[config.mk]
export PLATFORM = sky130hd
export DESIGN_NAME = chnlnk_frame_rcvr
export DESIGN_NICKNAME = d
export VERILOG_FILES = /design/src/rtl/chnlnk_frame_rcvr_pkg.sv /design/src/rtl/chnlnk_frame_rcvr_crc16_d16.sv /design/src/rtl/chnlnk_frame_rcvr.sv
export SDC_FILE = /design/constraint.sdc
export NUM_CORES = 1
export LEC_CHECK = 0
export ABC_AREA = 0
export BUFFER_PORTS_ARGS = -buffer_cell sky130_fd_sc_hd__buf_4
export CAP_MARGIN = 20
export CORE_AREA = 10 10 87 89
export CTS_CLUSTER_DIAMETER = 150
export DETAILED_ROUTE_END_ITERATION = 12
export DIE_AREA = 0 0 97 99
export GPL_TIMING_DRIVEN = 0
export PLACE_DENSITY = 0.83
export SYNTH_ARGS = -nofsm -noshare
export SYNTH_HDL_FRONTEND = slang
export SYNTH_SLANG_ARGS = --single-unit
[constraint.sdc]
create_clock -name CLK -period 5.7 [get_ports CLK]
set_clock_uncertainty 0.2 [all_clocks]
set_input_delay 0 -clock CLK [delete_from_list [all_inputs] [get_ports CLK]]
set_output_delay 0 -clock CLK [all_outputs]
set_load 0.02 [all_outputs]
[src/rtl/chnlnk_frame_rcvr_pkg.sv]
// Shared definitions for the channel-link frame receiver.
// Contents: FSM state encodings, frame layout constants, the CRC-16
// polynomial and preset, and a one-word (16 bits per clock) CRC step.
package chnlnk_frame_rcvr_pkg;

  typedef enum logic [2:0] {
    ST_IDLE    = 3'd0,
    ST_HUNT    = 3'd1,
    ST_DATA    = 3'd2,
    ST_TAIL    = 3'd3,
    ST_CHECK   = 3'd4,
    ST_EVT_END = 3'd5
  } rx_state_e;

  localparam int          FRM_WORDS       = 100;
  localparam logic [6:0]  SEQ_LAST_SAMPLE = 7'd95;
  localparam logic [6:0]  SEQ_CRC         = 7'(FRM_WORDS - 1);

  localparam logic [15:0] CRC_POLY = 16'h8005;
  localparam logic [15:0] CRC_INIT = 16'hFFFF;

  // MSB-first CRC over one 16-bit word.
  function automatic logic [15:0] crc16_next(input logic [15:0] crc,
                                             input logic [15:0] d);
    logic [15:0] c;
    logic        fb;
    c = crc;
    for (int i = 15; i >= 0; i--) begin
      fb = c[15] ^ d[i];
      c  = {c[14:0], 1'b0} ^ (fb ? CRC_POLY : 16'h0000);
    end
    return c;
  endfunction

endpackage

[src/rtl/chnlnk_frame_rcvr_crc16_d16.sv]
// CRC-16 accumulator, one 16-bit word per clock.
// Ports: CLK, RST_N (async active-low), INIT (preset, wins over EN),
//        EN (fold D into the running CRC), D[15:0], CRC[15:0] (registered).
module crc16_d16
  import chnlnk_frame_rcvr_pkg::*;
(
  input  logic        CLK,
  input  logic        RST_N,
  input  logic        INIT,
  input  logic        EN,
  input  logic [15:0] D,
  output logic [15:0] CRC
);

  always_ff @(posedge CLK or negedge RST_N) begin
    if (!RST_N) begin
      CRC <= CRC_INIT;
    end else if (INIT) begin
      CRC <= CRC_INIT;
    end else if (EN) begin
      CRC <= crc16_next(CRC, D);
    end
  end

endmodule

[src/rtl/chnlnk_frame_rcvr.sv]
// Channel-link frame receiver: tracks 100-word frames, forwards the 96
// sample words, checks sequence, gaps and the trailing CRC-16, and
// counts frames per event.
// Ports: CLK, RST_N (async active-low); VALID/DIN/SEQ word input;
//        CLR_CRC pre-frame pulse; LAST_WRD end-of-event pulse;
//        DOUT/WR_EN sample output; FRM_DONE, EVT_DONE pulses;
//        SEQ_ERR/CRC_ERR/GAP_ERR sticky flags; FRM_CNT; RX_STATE debug.
//
// state    | meaning
// IDLE     | waiting for CLR_CRC
// HUNT     | waiting for SEQ 0 of a frame
// DATA     | receiving samples SEQ 1..95
// TAIL     | receiving trailer 96..98 and CRC word 99
// CHECK    | frame complete, FRM_DONE high for this cycle
// EVT_END  | end of event, EVT_DONE high for this cycle
module chnlnk_frame_rcvr
  import chnlnk_frame_rcvr_pkg::*;
(
  input  logic        CLK,
  input  logic        RST_N,
  input  logic        VALID,
  input  logic [15:0] DIN,
  input  logic [6:0]  SEQ,
  input  logic        CLR_CRC,
  input  logic        LAST_WRD,
  output logic [15:0] DOUT,
  output logic        WR_EN,
  output logic        FRM_DONE,
  output logic        EVT_DONE,
  output logic        SEQ_ERR,
  output logic        CRC_ERR,
  output logic        GAP_ERR,
  output logic [7:0]  FRM_CNT,
  output logic [2:0]  RX_STATE
);

  rx_state_e   state, state_nxt;
  logic [1:0]  rst_sync;
  logic        run;
  logic        clr;
  logic [6:0]  exp_seq;
  logic [15:0] crc_val;
  logic        crc_en, crc_init;
  logic        wr_nxt, frm_nxt, set_seq, set_gap, set_crc;

  // Reset release is resynchronised; the FSM stays in IDLE until the
  // second stage has seen it, so no state change on the first edge.
  always_ff @(posedge CLK or negedge RST_N) begin
    if (!RST_N) rst_sync <= 2'b00;
    else        rst_sync <= {rst_sync[0], 1'b1};
  end

  assign run      = rst_sync[1];
  assign clr      = run & CLR_CRC;
  assign crc_init = (state_nxt == ST_HUNT);

  crc16_d16 u_crc (
    .CLK   (CLK),
    .RST_N (RST_N),
    .INIT  (crc_init),
    .EN    (crc_en),
    .D     (DIN),
    .CRC   (crc_val)
  );

  always_comb begin
    state_nxt = state;
    crc_en    = 1'b0;
    wr_nxt    = 1'b0;
    frm_nxt   = 1'b0;
    set_seq   = 1'b0;
    set_gap   = 1'b0;
    set_crc   = 1'b0;
    if (!run) begin
      state_nxt = ST_IDLE;
    end else if (CLR_CRC) begin
      state_nxt = ST_HUNT;
    end else begin
      case (state)
        ST_IDLE: state_nxt = ST_IDLE;
        ST_HUNT: begin
          if (LAST_WRD) begin
            state_nxt = ST_EVT_END;
          end else if (VALID) begin
            if (SEQ == 7'd0) begin
              state_nxt = ST_DATA;
              crc_en    = 1'b1;
              wr_nxt    = 1'b1;
            end else begin
              set_seq = 1'b1;
            end
          end
        end
        ST_DATA, ST_TAIL: begin
          if (LAST_WRD) begin
            set_gap   = 1'b1;
            state_nxt = ST_EVT_END;
          end else if (!VALID) begin
            set_gap   = 1'b1;
            state_nxt = ST_HUNT;
          end else if (SEQ != exp_seq) begin
            set_seq   = 1'b1;
            state_nxt = ST_HUNT;
          end else if (SEQ == SEQ_CRC) begin
            // crc_val already covers words 0..98 at this point
            frm_nxt   = 1'b1;
            set_crc   = (DIN != crc_val);
            state_nxt = ST_CHECK;
          end else begin
            crc_en = 1'b1;
            wr_nxt = (state == ST_DATA);
            if (SEQ == SEQ_LAST_SAMPLE) state_nxt = ST_TAIL;
          end
        end
        // An end-of-event pulse right behind the last frame lands here.
        ST_CHECK:   state_nxt = LAST_WRD ? ST_EVT_END : ST_HUNT;
        ST_EVT_END: state_nxt = ST_IDLE;
        default:    state_nxt = ST_IDLE;
      endcase
    end
  end

  always_ff @(posedge CLK or negedge RST_N) begin
    if (!RST_N) state <= ST_IDLE;
    else        state <= state_nxt;
  end

  always_ff @(posedge CLK or negedge RST_N) begin
    if (!RST_N) begin
      exp_seq  <= '0;
      DOUT     <= '0;
      WR_EN    <= 1'b0;
      FRM_DONE <= 1'b0;
      EVT_DONE <= 1'b0;
      SEQ_ERR  <= 1'b0;
      CRC_ERR  <= 1'b0;
      GAP_ERR  <= 1'b0;
      FRM_CNT  <= '0;
    end else begin
      if (state_nxt == ST_HUNT) exp_seq <= '0;
      else if (crc_en)          exp_seq <= exp_seq + 7'd1;

      WR_EN <= wr_nxt;
      if (wr_nxt) DOUT <= DIN;
      FRM_DONE <= frm_nxt;
      EVT_DONE <= (state_nxt == ST_EVT_END);

      if (state == ST_EVT_END)                  FRM_CNT <= '0;
      else if (frm_nxt && FRM_CNT != 8'hFF)     FRM_CNT <= FRM_CNT + 8'd1;

      if (clr) begin
        SEQ_ERR <= 1'b0;
        CRC_ERR <= 1'b0;
        GAP_ERR <= 1'b0;
      end else begin
        if (set_seq) SEQ_ERR <= 1'b1;
        if (set_crc) CRC_ERR <= 1'b1;
        if (set_gap) GAP_ERR <= 1'b1;
      end
    end
  end

  assign RX_STATE = state;

endmodule
==> flow_metrics.tcl, run 1 <==
set metrics [dict create \
    ys_seq_elements 58 \
    hold_depth 5 \
    hold_path_end "RX_STATE[0]" \
    via_per_inst 5.37 \
    syn-cell-area_sq_um 3130 \
    htreeDepth 3 \
    endpoint_kind "flip-flop" \
    vias 2483 \
    maxSlewHeadroom_pct 52.3 \
    cts_buffers 9 \
    rsz0062_at_grt "no" \
    totalWireLength_microns 7480 \
    num_rows 28 \
    swShare_pct 24.0 \
    cp-start-kind "flip-flop" \
    yosys_warnings 0 \
    cts_tree "built" \
    required_ns 5.75 \
    cp_slowest_stage_delay_ns 0.58 \
    die_area_sq_um 9600 \
    grt_max_degree 59 \
    dp_hpwl_microns 5240 \
    die_w_microns 97 \
    r2r-end "exp_seq[3]" \
    crit_top_cell "o21ai_0" \
    final_layout_size_suffix_gt1_share_pct 30.0 \
    maxCapViolCount 0 \
    power_frac_seq_pct 42.8 \
    dr.pass1.iters 4 \
    grt_pass1_vias 2529 \
    place.gp.congestion 0.851 \
    peakVddDrop_uv 251 \
    syn-num-nets 317 \
    avgSynthCellArea_sq_um 10.9 \
    timing_worst_setup_path_type "flip-flop to flip-flop" \
    critPathArrivalTime_ns 3.53 \
    antenna_cells 0 \
    setup_viol 0 \
    grtUsageTotal_pct 15.6 \
    fillCellCount 435 \
    slew_viol_final 0 \
    clkLatencyLatePin_ns 0.33 \
    worstMarginPinSlew_ns 0.716 \
    num-nets-final 412 \
    switchingPower_uw 234 \
    area_growth_pct 32.1 \
    cts_setup_buffers 0 \
    r2r_slack_ns 2.22 \
    path_max_fanout 10 \
    boundaryPins 61 \
    synth_edf_count 0 \
    start_util_pct 53.5 \
    finalCritPeriodShare_pct 61.0 \
    portBuffers 60 \
    final_antenna_net_count 0 \
    synth_cell_types 51 \
    drc_errors 0 \
    internal_power_uw 744 \
    grt_pass1_wl_microns 12500 \
    ctsHoldBuffers 24 \
    netlist_instances 287 \
    worstReg2RegStart "RX_STATE[0]" \
    async_flop_share_pct 100 \
    hold_path.class "primary input to flip-flop" \
    overflow 0 \
    synthFlopType "dfrtp_1" \
    fmax_ghz 0.287 \
    leakage_uw 0.00192 \
    cts_max_path_buffers 2 \
    reg2regPathDepth 10 \
    wl_per_cell_microns 16.2 \
    cpMaxStageDelayCell "dlygate4sd3_1" \
    hold_start "SEQ[4]" \
    dieHeight_microns 99 \
    path_cells "buf_2, o21ai_0, nor4b_1, nand4_1, dlygate4sd3_1, o21ai_0, nor3b_1, or2_2, clkbuf_1, a31oi_1" \
    cts_sinks 58 \
    cts-root-buf "clkbuf_8" \
    fin_setup_tns_ns 0 \
    synth.yosys.seq_area_share_pct 47.0 \
    hold_slack_ns 0.0231 \
    clkTransAtPathRegs_ns 0.06 \
    power_frac_comb_pct 14.3 \
    antenna_found_initial 0 \
    drtIter0Drc 116 \
    finalHoldViolCount 0 \
    outcome "complete, no violations" \
    power_density_nw_per_um2 237 \
    placeableCoreArea_sq_um 5850 \
    cts.repair.resized 0 \
    period_needed_ns 3.48 \
    clockPowerShare_pct 42.9 \
]
==> per-stage QoR <==
stage / setup slack, ns / std cells / utilization [%] / total power [uW] / area (sq um)
finish: 2.22 / 462 / 70.6 / 978 / 4130
global route: 1.98 / 462 / 70.6 / 1020 / 4130
CTS: 2.27 / 462 / 70.6 / 987 / 4130
detailed placement: 2.63 / 422 / 62.8 / 551 / 3670
global placement: 2.73 / 422 / 62.8 / 550 / 3670
floorplan: 2.88 / 287 / - / 508 / 3130
==> logic make-up (layout without fill, tap and decap cells) <==
group	count (synthesis)	in the layout	synth area share, %
AND/OR/NAND/NOR	82	82	14.7
flip-flops	58	58	47.0
XOR/XNOR	55	55	16.3
AO/OA/AOI/OAI	47	47	9.56
buffers and inverters	23	123	3.68
multiplexers	19	19	7.80
adder cells (fa/ha/maj)	2	2	0.800
other	1	1	0.120
==> per-layer routing <==
layer  up-vias  GRT usage, %  share of wire (%)
met5         -             0                  0
met2        75          25.6                 50
li1       1204             -                  -
met4         0          7.95                1.7
met3         9          3.28                4.9
met1      1195          18.8                 43
==> synthesized netlist by cell type, types with 4 or more instances <==
master | count | area [sq um]
a2bb2oi_1 | 7 | 61.3
clkbuf_1 | 5 | 18.8
nand3_1 | 7 | 35.0
xnor2_1 | 42 | 368
o21ai_0 | 8 | 40.0
inv_1 | 10 | 37.5
or3_1 | 4 | 25.0
nor2_1 | 14 | 52.6
mux2_4 | 9 | 135
dfrtp_1 | 42 | 1050
mux2_2 | 7 | 78.8
nor3_1 | 17 | 85.1
xor2_1 | 11 | 96.3
nand4_1 | 6 | 37.5
and3_1 | 4 | 25.0
a21oi_1 | 16 | 80.1
a31oi_1 | 7 | 43.8
nor4_1 | 4 | 25.0
dfstp_2 | 16 | 420
nand2_1 | 10 | 37.5
==> registers in the layout, summed over array words and instances, names as in the netlist <==
signal	cells
CRC_ERR	1
DOUT	16
EVT_DONE	1
FRM_CNT	8
FRM_DONE	1
GAP_ERR	1
RX_STATE	3
SEQ_ERR	1
WR_EN	1
exp_seq	7
rst_sync	2
u_crc.CRC	16
==> worst max-delay path, delay by kind of cell (launching register included) <==
kind,cells,cell delay [ns]
AO/OA/AOI/OAI,3,0.65
buffers and inverters,3,1.02
flip-flops,1,0.37
AND/OR/NAND/NOR,4,1.15
==> cell type report <==
type / instances / area (sq um) / area share (%)
Timing Repair Buffer: 84 / 691 / 16.7
Clock buffer: 11 / 141 / 3.42
Clock inverter: 5 / 77.6 / 1.88
Sequential cell: 58 / 1470 / 35.6
Multi-Input combinational cell: 206 / 1540 / 37.3
Inverter: 10 / 37.5 / 0.909
Buffer: 13 / 77.6 / 1.88
Tap cell: 75 / 93.8 / 2.27
==> power by group through the flow <==
stage | logic [uW] | clock network, uW | registers, uW
CTS | 140 | 428 | 419
global placement | 124 | 0 | 426
global route | 151 | 445 | 419
finish | 140 | 419 | 419
floorplan | 80.7 | 0 | 427
detailed placement | 126 | 0 | 426
==> cell usage in the layout (no fill, tap or decap), types with 3 or more instances in the layout <==
cell | synthesis | layout
buf_4 | 0 | 60
dfrtp_1 | 42 | 42
xnor2_1 | 42 | 42
dlygate4sd3_1 | 0 | 24
nor3_1 | 17 | 17
a21oi_1 | 16 | 16
dfstp_2 | 16 | 16
nor2_1 | 14 | 14
xor2_1 | 11 | 11
inv_1 | 10 | 10
nand2_1 | 10 | 10
clkbuf_8 | 0 | 10
mux2_4 | 9 | 9
o21ai_0 | 8 | 8
nand3_1 | 7 | 7
a31oi_1 | 7 | 7
a2bb2oi_1 | 7 | 7
mux2_2 | 7 | 7
nand4_1 | 6 | 6
clkbuf_1 | 5 | 6
nor4_1 | 4 | 4
or3_1 | 4 | 4
and3_1 | 4 | 4
mux2i_1 | 3 | 3
==> worst max-delay path by stage <==
stage | start | to | slack (ns) | depth (start not counted)
floorplan | RX_STATE[0] | DOUT[10] | 2.88 | 10
global placement | RX_STATE[0] | DOUT[6] | 2.73 | 10
detailed placement | RX_STATE[0] | DOUT[11] | 2.63 | 10
CTS | RX_STATE[0] | exp_seq[3] | 2.27 | 10
global route | RX_STATE[0] | exp_seq[3] | 1.98 | 10
finish | RX_STATE[0] | exp_seq[3] | 2.22 | 10
Note: power is estimated with default switching activity, not from simulation.
==> run 2, diff against run 1 <==
- clock period: 5.7 -> 3.4 ns (I/O delays scaled with it)
==> flow_metrics.tcl, run 2 (synthesis gave the netlist of run 1 again) <==
set metrics [dict create \
    outcome "complete, no violations" \
    dieHeight_microns 99 \
    critPathArrivalTime_ns 3.10 \
    antenna_found_initial 0 \
    grt_pass1_wl_microns 12400 \
    post_dp_cell_area_sq_um 3670 \
    fmax_ghz 0.324 \
    cts_setup_buffers 0 \
    fin_setup_tns_ns 0 \
    num_rows 28 \
    reg2regPathDepth 10 \
    multi_input_area_sq_um 1540 \
    grt_max_degree 59 \
    antenna_cells 0 \
    period_needed_ns 3.09 \
    clkLatencyLatePin_ns 0.33 \
    cts-root-buf "clkbuf_8" \
    num-nets-final 412 \
    final_cell_mix "buf_4, dfrtp_1, xnor2_1" \
    final_antenna_net_count 0 \
    area_growth_pct 32.1 \
    required_ns 3.41 \
    final_layout_size_suffix_gt1_share_pct 30.0 \
    drtIter0Drc 102 \
    power_density_nw_per_um2 398 \
    endpoint_kind "flip-flop" \
    cts_max_path_buffers 2 \
    path_max_fanout 10 \
    boundaryPins 61 \
    finalCritPeriodShare_pct 90.8 \
    htreeDepth 3 \
    timing_worst_setup_path_type "flip-flop to flip-flop" \
    hold_path.class "primary input to flip-flop" \
    portBuffers 60 \
    grt_pass1_vias 2525 \
    die_area_sq_um 9600 \
    placeableCoreArea_sq_um 5850 \
    rsz0062_at_grt "no" \
    r2r_slack_ns 0.31 \
    clkTransAtPathRegs_ns 0.06 \
    place.gp.congestion 0.851 \
    cp-start-kind "flip-flop" \
    worstMarginPinSlew_ns 0.705 \
    start_util_pct 53.5 \
    final_cell_area_sq_um 4130 \
    finalHoldViolCount 0 \
    overflow 0 \
    dr.pass1.iters 4 \
    power_frac_comb_pct 14.3 \
    hold_start "SEQ[4]" \
    slew_viol_final 0 \
    clockPowerShare_pct 43.0 \
    maxSlewHeadroom_pct 53.0 \
    dp_hpwl_microns 5240 \
    switchingPower_uw 395 \
    seq_area_sq_um 1470 \
    hold_depth 5 \
    cts_tree "built" \
    ctsHoldBuffers 24 \
    cpMaxStageDelayCell "nor4b_1" \
    die_w_microns 97 \
    path_cells "buf_2, o21ai_0, nor4b_1, nand2_1, or2_1, clkbuf_2, or3_1, buf_6, buf_12, mux2_4" \
    hold_path_end "RX_STATE[0]" \
    drc_errors 0 \
    fillCellCount 435 \
    cts_sinks 58 \
    grtUsageTotal_pct 15.5 \
    wl_per_cell_microns 16.1 \
    maxCapViolCount 0 \
    r2r-end "DOUT[10]" \
    power_frac_seq_pct 42.7 \
    reg_top3 "DOUT x16, u_crc.CRC x16, FRM_CNT x8" \
    totalWireLength_microns 7450 \
    via_per_inst 5.33 \
    leakage_uw 0.00192 \
    vias 2464 \
    cts_buffers 9 \
    cts.repair.resized 0 \
    peakVddDrop_uv 420 \
    mostFrequentLayoutCell "buf_4" \
    swShare_pct 24.1 \
    internal_power_uw 1250 \
    worstReg2RegStart "RX_STATE[0]" \
    setup_viol 0 \
    cp_slowest_stage_delay_ns 0.54 \
]
[run 2: cell counts in the layout (fill, tap and decap cells not counted)]
No cell type changed its count.
[run 2: worst max-delay path, delay by kind of cell (launching register included)]
family,cells,cell delay (ns)
AND/OR/NAND/NOR,4,1.32
flip-flops,1,0.37
multiplexers,1,0.29
buffers and inverters,4,0.63
AO/OA/AOI/OAI,1,0.15
[run 2: per-layer routing]
metal	GRT usage (%)	vias to the layer above	routed length, microns
met1	18.7	1184	3200
met4	7.95	0	149
met5	0	-	0
met3	3.28	11	379
met2	25.6	67	3720
li1	-	1202	-
[run 2: cell type report]
type | count | share of cell area [%]
Clock buffer | 11 | 3.42
Sequential cell | 58 | 35.6
Tap cell | 75 | 2.27
Inverter | 10 | 0.909
Clock inverter | 5 | 1.88
Multi-Input combinational cell | 206 | 37.3
Buffer | 13 | 1.88
Timing Repair Buffer | 84 | 16.7
[run 2: stage by stage]
step	setup slack (ns)	util (%)	power, uW	hold slack (ns)	instances
5_1_grt	0.138	70.6	1700	0.0701	462
3_5_place_dp	0.332	62.8	924	-0.0965	422
2_1_floorplan	0.584	-	851	-0.496	287
3_3_place_gp	0.428	62.8	922	-0.0963	422
4_1_cts	0.318	70.6	1650	0.0118	462
6_report	0.312	70.6	1640	0.0258	462
[run 2: worst max-delay path by stage]
| stage | endpoint | cells past startpoint | startpoint | slack, ns |
|---|---|---|---|---|
| 6_report | DOUT[10] | 10 | RX_STATE[0] | 0.31 |
| 5_1_grt | exp_seq[3] | 10 | RX_STATE[0] | 0.14 |
| 3_5_place_dp | DOUT[11] | 10 | RX_STATE[0] | 0.33 |
| 4_1_cts | DOUT[10] | 10 | RX_STATE[0] | 0.32 |
| 2_1_floorplan | DOUT[10] | 10 | RX_STATE[0] | 0.58 |
| 3_3_place_gp | DOUT[6] | 10 | RX_STATE[0] | 0.43 |
[run 2: power by group through the flow]
stage | logic (uW) | clock network (uW) | registers [uW]
4_1_cts | 234 | 718 | 702
6_report | 234 | 706 | 702
3_3_place_gp | 208 | 0 | 714
5_1_grt | 254 | 746 | 702
2_1_floorplan | 135 | 0 | 716
3_5_place_dp | 211 | 0 | 714
==> run 3, diff against run 2 <==
==> constraint.sdc (replaced) <==
create_clock -name CLK -period 3.4 [get_ports CLK]
set_clock_uncertainty 0.2 [all_clocks]
set_input_delay 0.34 -clock CLK [delete_from_list [all_inputs] [get_ports CLK]]
set_output_delay 0.34 -clock CLK [all_outputs]
set_load 0.02 [all_outputs]
==> flow_metrics.tcl, run 3 (synthesis gave the netlist of run 1 again) <==
set metrics [dict create \
    internal_power_uw 1230 \
    finalCritPeriodShare_pct 91.0 \
    area_growth_pct 24.7 \
    maxSlewHeadroom_pct 52.5 \
    boundaryPins 61 \
    dp_hpwl_microns 5240 \
    setup_viol 0 \
    start_util_pct 53.5 \
    path_max_fanout 10 \
    num-nets-final 389 \
    clockPowerShare_pct 43.4 \
    slew_viol_final 0 \
    leakage_uw 0.00182 \
    clkLatencyLatePin_ns 0.33 \
    mostFrequentLayoutCell "buf_4" \
    final_cells 439 \
    final_layout_size_suffix_gt1_share_pct 31.9 \
    grtUsageTotal_pct 14.8 \
    place.gp.congestion 0.851 \
    antenna_cells 0 \
    cts_sinks 58 \
    finalHoldViolCount 0 \
    htreeDepth 3 \
    num_rows 28 \
    hold_path.class "primary input to flip-flop" \
    pre_cts_ws_ns 0.332 \
    endpoint_kind "flip-flop" \
    cpMaxStageDelayCell "nor4b_1" \
    die_w_microns 97 \
    cts_buffers 9 \
    swShare_pct 24.0 \
    power.total_uw 1620 \
    grt_pass1_wl_microns 11800 \
    portBuffers 60 \
    via_per_inst 5.39 \
    power_density_nw_per_um2 416 \
    totalWireLength_microns 7170 \
    clkTransAtPathRegs_ns 0.06 \
    period_needed_ns 3.09 \
    fin_setup_tns_ns 0 \
    cts_max_path_buffers 2 \
    worstMarginPinSlew_ns 0.712 \
    wl_per_cell_microns 16.3 \
    dr.pass1.iters 4 \
    dp_cells 422 \
    path_cells "buf_2, o21ai_0, nor4b_1, nand2_1, or2_1, clkbuf_2, or3_1, buf_6, buf_12, mux2_4" \
    grt_pass1_vias 2412 \
    power_frac_comb_pct 13.3 \
    critPathArrivalTime_ns 3.11 \
    cts-root-buf "clkbuf_8" \
    die_area_sq_um 9600 \
    cp-start-kind "flip-flop" \
    fin_util_pct 66.7 \
    antenna_found_initial 0 \
    switchingPower_uw 390 \
    drc_errors 0 \
    required_ns 3.41 \
    timing_worst_setup_path_type "flip-flop to flip-flop" \
    outcome "complete, no violations" \
    fmax_ghz 0.323 \
    cts_tree "built" \
    vias 2367 \
    cts_setup_buffers 0 \
    placeableCoreArea_sq_um 5850 \
    final_cell_mix "buf_4, dfrtp_1, xnor2_1" \
    setup_slack_ns 0.307 \
    cp_slowest_stage_delay_ns 0.53 \
    dieHeight_microns 99 \
    reg_top3 "DOUT x16, u_crc.CRC x16, FRM_CNT x8" \
    grt_max_degree 59 \
    overflow 0 \
    power_frac_seq_pct 43.3 \
    final_antenna_net_count 0 \
    peakVddDrop_uv 412 \
    rsz0062_at_grt "no" \
    maxCapViolCount 0 \
    drtIter0Drc 141 \
    cts.repair.resized 0 \
]
-- run 3: timing repair --
item / CTS / global route
hold buffers: 1 / 0
endpoints found under the hold margin: 42 / 0
endpoints found under the setup margin: 0 / 0
-- run 3: critical path, delay by kind of cell (launching register included) --
kind,cells,cell delay [ns]
AO/OA/AOI/OAI,1,0.17
AND/OR/NAND/NOR,4,1.31
multiplexers,1,0.29
flip-flops,1,0.37
buffers and inverters,4,0.63
-- run 3: area by class of cell --
class / count / area (sq um)
buffer: 13 / 77.6
clock buffer: 11 / 141
clock inverter: 5 / 77.6
fill: 464 / 1950
inverter: 10 / 37.5
multi-input combinational: 206 / 1540
sequential: 58 / 1470
tap: 75 / 93.8
timing repair buffer: 61 / 460
-- run 3: power groups by stage --
stage / sequential (uW) / combinational (uW) / clock (uW)
floorplan: 716 / 135 / 0
global placement: 714 / 208 / 0
detailed placement: 714 / 211 / 0
CTS: 702 / 216 / 718
global route: 702 / 234 / 748
finish: 702 / 215 / 704
-- run 3: worst paths after layout --
| check | startpoint | to | slack (ns) | cells past startpoint |
|---|---|---|---|---|
| max | RX_STATE[0] | DOUT[10] | 0.31 | 10 |
| min | LAST_WRD | EVT_DONE | 0.04 | 3 |
| max reg2reg | RX_STATE[0] | DOUT[10] | 0.31 | 10 |
| min reg2reg | rst_sync[0] | rst_sync[1] | 0.15 | 0 |
| max in group asynchronous | RST_N | DOUT[1] | 2.11 | 2 |
| min in group asynchronous | RST_N | FRM_CNT[0] | 0.41 | 2 |
-- run 3: per-layer routing --
layer / GRT usage, % / wire [microns] / vias up
met1: 18.1 / 3160 / 1136
met2: 24.0 / 3550 / 63
met3: 3.00 / 311 / 11
met4: 7.95 / 148 / 0
li1: - / - / 1157
met5: 0 / 0 / -
-- run 3: per-stage QoR --
step | hold WS [ns] | instance area (sq um)
6_report | 0.0377 | 3900
3_3_place_gp | 0.132 | 3670
4_1_cts | 0.0230 | 3900
2_1_floorplan | -0.156 | 3130
5_1_grt | 0.0331 | 3900
3_5_place_dp | 0.136 | 3670
